## config.mk

```make
export PLATFORM = sky130hd
export DESIGN_NAME = epochtv1_bus_master
export DESIGN_NICKNAME = d
export VERILOG_FILES = /design/src/rtl/epochtv1_pkg.sv /design/src/rtl/epochtv1_req_fifo.sv /design/src/rtl/epochtv1_bus_master.sv
export SDC_FILE = /design/constraint.sdc
export NUM_CORES = 1
export LEC_CHECK = 0
export ABC_AREA = 1
export CORE_MARGIN = 1.5
export CORE_UTILIZATION = 44
export DETAILED_ROUTE_END_ITERATION = 7
export PLACE_DENSITY = 0.72
export SLEW_MARGIN = 30
export SYNTH_ARGS = -nofsm -noshare
export SYNTH_HDL_FRONTEND = slang
export SYNTH_SLANG_ARGS = --single-unit
```

## constraint.sdc

```tcl
create_clock -name CLK -period 2.7 [get_ports CLK]
set_input_delay 0.54 -clock CLK [delete_from_list [all_inputs] [get_ports CLK]]
set_output_delay 0.54 -clock CLK [all_outputs]
set_load 0.01 [all_outputs]
```

## src/rtl/epochtv1_pkg.sv

```systemverilog
// Shared types for the EPOCH TV-1 CPU-side bus initiator: cycle states, queued
// request layout and the VDC address map.
package epochtv1_pkg;

  typedef enum logic [2:0] {
    ST_IDLE,
    ST_SETUP,
    ST_STROBE,
    ST_HOLD,
    ST_RECOVER
  } bus_state_t;

  typedef struct packed {
    logic        we;
    logic [12:0] a;
    logic [7:0]  d;
  } bus_req_t;

  typedef enum logic [12:0] {
    VRAM_BASE = 13'h0000,
    BGM_BASE  = 13'h1000,
    OAM_BASE  = 13'h1200,
    REG_BASE  = 13'h1400
  } addr_base_t;

endpackage

```

## src/rtl/epochtv1_req_fifo.sv

```systemverilog
// Synchronous request queue with registered count; full/empty derive from the
// count so the ready path never sees request-side inputs.
module epochtv1_req_fifo
  import epochtv1_pkg::*;
#(
  parameter int DEPTH = 4
) (
  input  logic                   clk,
  input  logic                   rst,
  input  logic                   push,
  input  logic                   pop,
  input  bus_req_t               wdata,
  output bus_req_t               rdata,
  output logic                   full,
  output logic                   empty,
  output logic [$clog2(DEPTH):0] count
);

  localparam int AW = $clog2(DEPTH);

  bus_req_t      mem [DEPTH];
  logic [AW-1:0] wr_ptr;
  logic [AW-1:0] rd_ptr;

  // NOTE: the storage array is deliberately left out of reset; pointers and
  // count alone define which entries are valid.
  always_ff @(posedge clk) begin
    if (push) mem[wr_ptr] <= wdata;
  end

  // NOTE: state updates use non-blocking assignments so every register sees
  // pre-edge values, independent of statement order.
  always_ff @(posedge clk or posedge rst) begin
    if (rst) begin
      wr_ptr <= '0;
      rd_ptr <= '0;
      count  <= '0;
    end else begin
      if (push) wr_ptr <= wr_ptr + 1'b1;
      if (pop)  rd_ptr <= rd_ptr + 1'b1;
      case ({push, pop})
        2'b10:   count <= count + 1'b1;
        2'b01:   count <= count - 1'b1;
        default: ;
      endcase
    end
  end

  assign rdata = mem[rd_ptr];
  assign full  = (count == (AW + 1)'(DEPTH));
  assign empty = (count == '0);

endmodule

```

## src/rtl/epochtv1_bus_master.sv

```systemverilog
// EPOCH TV-1 CPU-bus initiator: queues read/write requests and replays each as
// a CE-timed setup/strobe/hold/recover cycle with fully registered bus pins.
module epochtv1_bus_master
  import epochtv1_pkg::*;
#(
  parameter int SETUP_CE   = 1,
  parameter int STROBE_CE  = 2,
  parameter int HOLD_CE    = 1,
  parameter int RECOVER_CE = 1,
  parameter int FIFO_DEPTH = 4
) (
  input  logic        CLK,
  input  logic        RST,
  input  logic        CE,
  input  logic        REQ_VALID,
  output logic        REQ_READY,
  input  logic        REQ_WE,
  input  logic [12:0] REQ_A,
  input  logic [7:0]  REQ_D,
  output logic        RSP_VALID,
  output logic        RSP_WE,
  output logic [7:0]  RSP_D,
  output logic        BUSY,
  output logic [12:0] A,
  input  logic [7:0]  DB_I,
  output logic [7:0]  DB_O,
  output logic        DB_OE,
  output logic        RDB,
  output logic        WRB,
  output logic        CSB
);

  localparam logic [3:0] SETUP_N   = 4'(SETUP_CE);
  localparam logic [3:0] STROBE_N  = 4'(STROBE_CE);
  localparam logic [3:0] HOLD_N    = 4'(HOLD_CE);
  localparam logic [3:0] RECOVER_N = 4'(RECOVER_CE);

  bus_state_t                      state;
  logic [3:0]                      cnt;
  logic                            cyc_we;
  bus_req_t                        head;
  bus_req_t                        req;
  logic                            fifo_full;
  logic                            fifo_empty;
  logic [$clog2(FIFO_DEPTH):0]     fifo_count;
  logic                            last_tick;
  logic                            pop;

  assign req       = '{we: REQ_WE, a: REQ_A, d: REQ_D};
  assign last_tick = CE && (cnt == 4'd1);
  // Pop from IDLE, or on the final RECOVER tick so cycles run back-to-back.
  assign pop       = CE && !fifo_empty &&
                     ((state == ST_IDLE) || (state == ST_RECOVER && cnt == 4'd1));
  assign REQ_READY = !fifo_full;
  assign BUSY      = (fifo_count != '0) || (state != ST_IDLE);

  epochtv1_req_fifo #(.DEPTH(FIFO_DEPTH)) u_fifo (
    .clk   (CLK),
    .rst   (RST),
    .push  (REQ_VALID && REQ_READY),
    .pop   (pop),
    .wdata (req),
    .rdata (head),
    .full  (fifo_full),
    .empty (fifo_empty),
    .count (fifo_count)
  );

  always_ff @(posedge CLK or posedge RST) begin
    if (RST) begin
      state     <= ST_IDLE;
      cnt       <= '0;
      cyc_we    <= 1'b0;
      A         <= '0;
      DB_O      <= '0;
      DB_OE     <= 1'b0;
      RDB       <= 1'b1;
      WRB       <= 1'b1;
      CSB       <= 1'b1;
      RSP_VALID <= 1'b0;
      RSP_WE    <= 1'b0;
      RSP_D     <= '0;
    end else begin
      RSP_VALID <= 1'b0;
      if (pop) begin
        state  <= ST_SETUP;
        cnt    <= SETUP_N;
        cyc_we <= head.we;
        A      <= head.a;
        CSB    <= 1'b0;
        DB_OE  <= head.we;
        DB_O   <= head.we ? head.d : 8'h00;
      end else if (CE) begin
        case (state)
          ST_SETUP: begin
            if (last_tick) begin
              state <= ST_STROBE;
              cnt   <= STROBE_N;
              RDB   <= cyc_we;
              WRB   <= !cyc_we;
            end else begin
              cnt <= cnt - 4'd1;
            end
          end
          ST_STROBE: begin
            if (last_tick) begin
              RDB       <= 1'b1;
              WRB       <= 1'b1;
              RSP_VALID <= 1'b1;
              RSP_WE    <= cyc_we;
              if (!cyc_we) RSP_D <= DB_I;
              if (HOLD_CE == 0) begin
                state <= ST_RECOVER;
                cnt   <= RECOVER_N;
                CSB   <= 1'b1;
                DB_OE <= 1'b0;
              end else begin
                state <= ST_HOLD;
                cnt   <= HOLD_N;
              end
            end else begin
              cnt <= cnt - 4'd1;
            end
          end
          ST_HOLD: begin
            if (last_tick) begin
              state <= ST_RECOVER;
              cnt   <= RECOVER_N;
              CSB   <= 1'b1;
              DB_OE <= 1'b0;
            end else begin
              cnt <= cnt - 4'd1;
            end
          end
          ST_RECOVER: begin
            if (last_tick) state <= ST_IDLE;
            else           cnt   <= cnt - 4'd1;
          end
          default: ;
        endcase
      end
    end
  end

endmodule
```

# After elaboration in Yosys (flattened, before gate mapping)

Memory sizes are Yosys's and may differ from the RTL's.
Index checks and enable logic that the tools add are counted.

Register bits after elaboration: 50
Memory bits (writable): 88
Bits of input ports: 34
Output and inout port bits: 37
Logic and storage cells: 99
Memories kept: 1

Memory list:

| memory     | words | width | read ports | clocked after memory_dff | wr ports | line                    | RTL |
|---|---|---|---|---|---|---|---|
| u_fifo.mem | 4     | 22    | 1          | 0                        | 1        | epochtv1_req_fifo.sv:21 | `bus_req_t mem [DEPTH];` |

$add $sub $neg: 5
Eq/ne operators: 15
Multiplexer cells: 33
Bitwise operators: 2
Reductions and logical operators: 28

Operator list:

| kind                                                 | count |
|---|---|
| two-way mux 4 bit                                    | 5 |
| two-way mux 3 bit                                    | 6 |
| two-way mux 1 bit                                    | 16 |
| != test 3 x 2 -> 1 bit (second input constant)       | 5 |
| one-hot mux 3 bit (4 select lines)                   | 1 |
| one-hot mux 4 bit (3 select lines)                   | 1 |
| AND reduction 5 bit                                  | 2 |
| nonzero test 2 bit                                   | 5 |
| two-way mux 8 bit                                    | 1 |
| equality test 3 x 2 -> 1 bit (second input constant) | 2 |
| equality test 3 bit (second input constant)          | 2 |
| zero test 3 bit                                      | 2 |
| one-hot mux 3 bit (2 select lines)                   | 1 |
| AND reduction 3 bit                                  | 2 |
| AND reduction 6 bit                                  | 1 |
| nonzero test 3 bit                                   | 2 |
| logical AND 1 bit                                    | 5 |
| nonzero test 5 bit                                   | 1 |
| adder 2 x 1 -> 2 bit (second input constant)         | 2 |
| equality test 4 x 1 -> 1 bit (second input constant) | 1 |
| != test 2 bit (second input constant)                | 2 |
| one-hot mux 1 bit (2 select lines)                   | 2 |
| AND reduction 4 bit                                  | 1 |
| nonzero test 4 bit                                   | 1 |
| other kinds (10)                                     | 14 |

# Longest topological paths before layout

Depth after elaboration: 6
Mapped depth: 13

# Hierarchy

Synthesis repeated with hierarchy kept, for this count alone.

Cell total of the unflattened synthesis: 541
Area total of the unflattened synthesis: 5968.2 um^2

By module, submodules not included:

| module              | instances | cells each | area each (um^2) | seq. area each (um^2) |
|---|---|---|---|---|
| epochtv1_req_fifo   | 1         | 306        | 4048.9           | 2817.7 |
| epochtv1_bus_master | 1         | 235        | 1919.3           | 1079.8 |

# Least setup slack after synthesis

Ideal clock, no wire load.

Path type: flip-flop to flip-flop
From: register cnt[1]
To: register u_fifo.count[2]
Setup time: 131 ps
Arrival: 2088 ps
Path slack: 481 ps
Cell stages (with the launch flop): 14
Buffers on the path: 1
Clock period less this slack: 2219 ps
Cells stage by stage: dfrtp_1 -> inv_1 -> ha_1 -> nand2_1 -> nand2_1 -> inv_1 -> nor2_8 -> buf_8 -> ha_1 -> inv_1 -> fa_1 -> a21oi_1 -> o21ai_0 -> xor2_1

Word-level cells in the longest chain between the ends: 6

Ends and longest elaborated chain:

| what                                                                            | line                       | RTL |
|---|---|---|
| start, declared                                                                 | epochtv1_bus_master.sv:39  | `logic [3:0] cnt;` |
| start signal, assigned                                                          | epochtv1_bus_master.sv:102 | `cnt <= cnt - 4'd1;` |
| start signal, assigned                                                          | epochtv1_bus_master.sv:122 | `cnt <= cnt - 4'd1;` |
| start signal, assigned                                                          | epochtv1_bus_master.sv:132 | `cnt <= cnt - 4'd1;` |
| equality test 4 x 1 -> 1 bit *                                                  | epochtv1_bus_master.sv:53  | `((state == ST_IDLE) \|\| (state == ST_RECOVER && cnt == 4'd1));` |
| logical AND 1 bit *                                                             | epochtv1_bus_master.sv:53  |  |
| logical OR 1 bit *                                                              | epochtv1_bus_master.sv:53  |  |
| logical AND 1 bit *                                                             | epochtv1_bus_master.sv:52  | `assign pop = CE && !fifo_empty &&` |
| equality test 2 x 1 -> 1 bit / equality test 2 bit (equally long branches)      | epochtv1_req_fifo.sv:41    | `case ({push, pop})` |
| one-hot mux 3 bit (2 select lines) / nonzero test 2 bit (equally long branches) | --                         |  |
| end signal, assigned                                                            | epochtv1_req_fifo.sv:42    | `2'b10: count <= count + 1'b1;` |
| end signal, assigned                                                            | epochtv1_req_fifo.sv:43    | `2'b01: count <= count - 1'b1;` |
| end, declared                                                                   | epochtv1_req_fifo.sv:16    | `output logic [$clog2(DEPTH):0] count` |

Mark *: on every way between the ends. The rest lies on a longest branch, timed or not.
A chain may end at the register's enable or synchronous reset.

# Worst setup path after layout

From: register u_fifo.count[0]
To: output port BUSY

Word-level cells in the longest chain between the ends: 2

Ends and longest elaborated chain:

| what               | line                      | RTL |
|---|---|---|
| nonzero test 3 bit | epochtv1_bus_master.sv:55 | `assign BUSY = (fifo_count != '0) \|\| (state != ST_IDLE);` |
| logical OR 1 bit   | epochtv1_bus_master.sv:55 |  |
| end, declared      | epochtv1_bus_master.sv:23 | `output logic BUSY,` |

Every way passes these cells.

==> results.cfg <==
[synth]
synth.distinct_cells = 31
yosysSeqAreaShare = 0.694
synth_compound_area_frac = 0.0662
muxShareOfSynthArea = 0
async_reset_ff_frac = 0.362
syn_nets = 531
synthCells = 489
synth_common_cells = 139 x nand2_1, 88 x edfxtp_1, 47 x dfrtp_1, 47 x nor2_1, 38 x o21ai_0
synth_edf_count = 88
synthXorXnorAreaFrac = 0.00624
synth_top_flop_cell = edfxtp_1
synth_top_area_share = 0.471
synth_seq_cells = 138
syn_area_um2 = 5610
synth_most_common_cell = nand2_1
synth-simple-area-share = 0.177
yosysTopAreaCell = edfxtp_1
avgSynthCellArea_um2 = 11.5
synth_top_cells_by_area = edfxtp_1 47%, dfrtp_1 21%, nand2_1 9.3%, o21ai_0 3.4%, nor2_1 3.1%
yosysWarnings = 0
synth_fa_ha_area_frac = 0.0192
synth_top_family_by_area = simple AND/OR/NAND/NOR gates

[setup_path]
required_ns = 2.16
worstPathCellList = inv_1 -> nand3_1 -> nand3b_1 -> clkdlybuf4s50_1
cp-end-kind = output pin
critPathSlowestCell = clkdlybuf4s50_1
path_class = reg2out
critPathLaunchType = register
cp_max_fo = 3
slowest_delay_ns = 0.49
cp.arrival_ns = 1.84

[grt]
grt_pass1_wl_um = 18500
first_global_vias = 3720
grt_overflow = 0
grtUsageTotal = 0.182
grt_antenna_before_repair = 0
grt_max_degree = 46

[floorplan]
die_x_um = 116
start_util = 0.449
core_um2 = 12500
io_pins = 71
die_h_um = 116
dieArea_um2 = 13400
fp-row-count = 41

[place]
place_inst = 728
portBuffers = 70
place_congestion = 0.802
dp_hpwl_um = 7340

[clocking]
root_buffer = clkbuf_16
clk_latency_ns = 0.41
cts-resized-gates = 0
postCtsSetupRepairBufs = 0
cts.htree.levels = 4
numCtsBuffers = 17
clk_pin_slew_ns = 0.06
cts_hold_buf = 0
cts_buffer_depth = 2
clock-sinks = 138
cts_tree = yes

[pwr]
power.density_nw_per_um2 = 663
p_int_mw = 3.85
vdd_ir_drop_max_v = 0.000417
power_frac_clock = 0.509
p_leak_nw = 2.97
power_frac_comb = 0.017
swShare = 0.191
seq_power_share = 0.474
p_switching_mw = 0.906

[sta]
finalSetupViolations = 0
tightest_slew_ns = 0.681
finalHoldViolations = 0
finalMaxSlewViolations = 0
rsz0062_at_grt = no
period_minus_slack_ns = 2.38
slew_headroom = 0.545
tns_ns = 0
finClkSkew_ns = 0.0101
timing.final.crit_share = 0.882
fmax_mhz = 420

[finish]
fin_cells = 760
num-nets-final = 617
drive_above_1_share = 0.133
diodes = 0
fill_cells = 1049
syn2layout_area_growth_pct = 27.8

[flow_run]
maxCapViolations = 0

[drt]
firstDrtPassIters = 5
wl_per_cell_um = 15.2
remaining_drc_errors = 0
vias = 3814
via_per_inst = 5.02
drt_iter0_drc = 257
ant_nets = 0
routed_wl_um = 11600

[run_status]
status = complete, no violations

[hold_path]
hp-class = reg2reg
[worst paths after layout]
| kind | slack (ns) | cells after the start | startpoint | end |
|---|---|---|---|---|
| max in group asynchronous | 1.52 | 3 | RST | A[3]$_DFFE_PP0N_ |
| worst max register to register | 0.46 | 12 | cnt[1]$_DFFE_PP0P_ | u_fifo.count[2]$_DFFE_PP0P_ |
| worst min register to register | 0.47 | 2 | RSP_D[6]$_DFFE_PP0P_ | RSP_D[6]$_DFFE_PP0P_ |
| worst max-delay path | 0.32 | 4 | u_fifo.count[0]$_DFFE_PP0P_ | BUSY |
| min in group asynchronous | 0.56 | 2 | RST | RSP_D[6]$_DFFE_PP0P_ |
| worst min-delay path | 0.47 | 2 | RSP_D[6]$_DFFE_PP0P_ | RSP_D[6]$_DFFE_PP0P_ |
[per-layer routing]
metal,GRT usage,up-vias,wire length [um]
met4,0.0764,0,150
met5,0,-,0
met2,0.302,126,5860
met3,0.0429,13,650
met1,0.229,1852,4920
li1,-,1823,-
[final cells by class]
| class | count | area, um2 | area share |
|---|---|---|---|
| Clock buffer | 18 | 429 | 0.0598 |
| Timing Repair Buffer | 84 | 806 | 0.112 |
| Multi-Input combinational cell | 305 | 1520 | 0.212 |
| Sequential cell | 138 | 3900 | 0.543 |
| Tap cell | 172 | 215 | 0.0300 |
| Inverter | 29 | 109 | 0.0152 |
| Clock inverter | 14 | 199 | 0.0277 |
[power groups by stage]
stage | clock [mW] | combinational [mW] | sequential (mW)
final | 2.42 | 0.0788 | 2.25
after global routing | 2.55 | 0.0863 | 2.25
after CTS | 2.46 | 0.0807 | 2.25
after detailed placement | 0 | 0.0804 | 2.29
after global placement | 0 | 0.0771 | 2.29
after floorplan | 0 | 0.0116 | 2.29
[flip-flops by register name (all words and copies together) (netlist names), 2 cells and up]
register	flops
u_fifo.count	3
DB_O	8
u_fifo.mem	88
RSP_D	8
A	13
state	3
u_fifo.wr_ptr	2
u_fifo.rd_ptr	2
cnt	4
[kinds of logic (layout without fill, tap and decap cells)]
group	count (synthesis)	after routing
AOI/OAI and AO/OA	65	65
xor gates and xnor gates	4	4
adders and majority gates	8	8
buffers and inverters	46	145
DFF	138	138
and+or+nand+nor	228	228
[cell usage in the layout (no fill, tap or decap), types with 2 or more instances in the layout]
cell type / count
nand2_1: 139
edfxtp_1: 88
clkdlybuf4s50_1: 70
dfrtp_1: 47
nor2_1: 43
o21ai_0: 38
nand3_1: 26
inv_1: 23
clkbuf_16: 17
buf_4: 14
o22ai_1: 13
o21ai_2: 8
ha_1: 7
a21oi_1: 6
inv_2: 6
clkinv_4: 6
nor2_2: 5
bufinv_16: 4
dfstp_2: 3
nand3_2: 3
clkinvlp_4: 3
xor2_1: 2
nand2_2: 2
nand2_4: 2
nor2_8: 2
nand4_1: 2
xnor2_1: 2
[worst max-delay path, delay by kind of cell, from the launching register on]
family                 cells  cell delay, ns
buffers and inverters      2            0.61
DFF                        1            0.39
and+or+nand+nor            2            0.43
[per-stage QoR]
stage / instance area (um2) / worst slack [ns] / power [mW] / utilization / hold slack (ns)
final: 7170 / 0.318 / 4.75 / 0.573 / 0.469
after floorplan: 5610 / 0.481 / 2.31 / - / 0.437
after detailed placement: 6550 / 0.145 / 2.37 / 0.523 / 0.458
after CTS: 7170 / 0.293 / 4.80 / 0.573 / 0.473
after global placement: 6550 / 0.147 / 2.37 / 0.523 / 0.453
after global routing: 7170 / 0.201 / 4.89 / 0.573 / 0.487
Power figures use the tool's default switching activity.
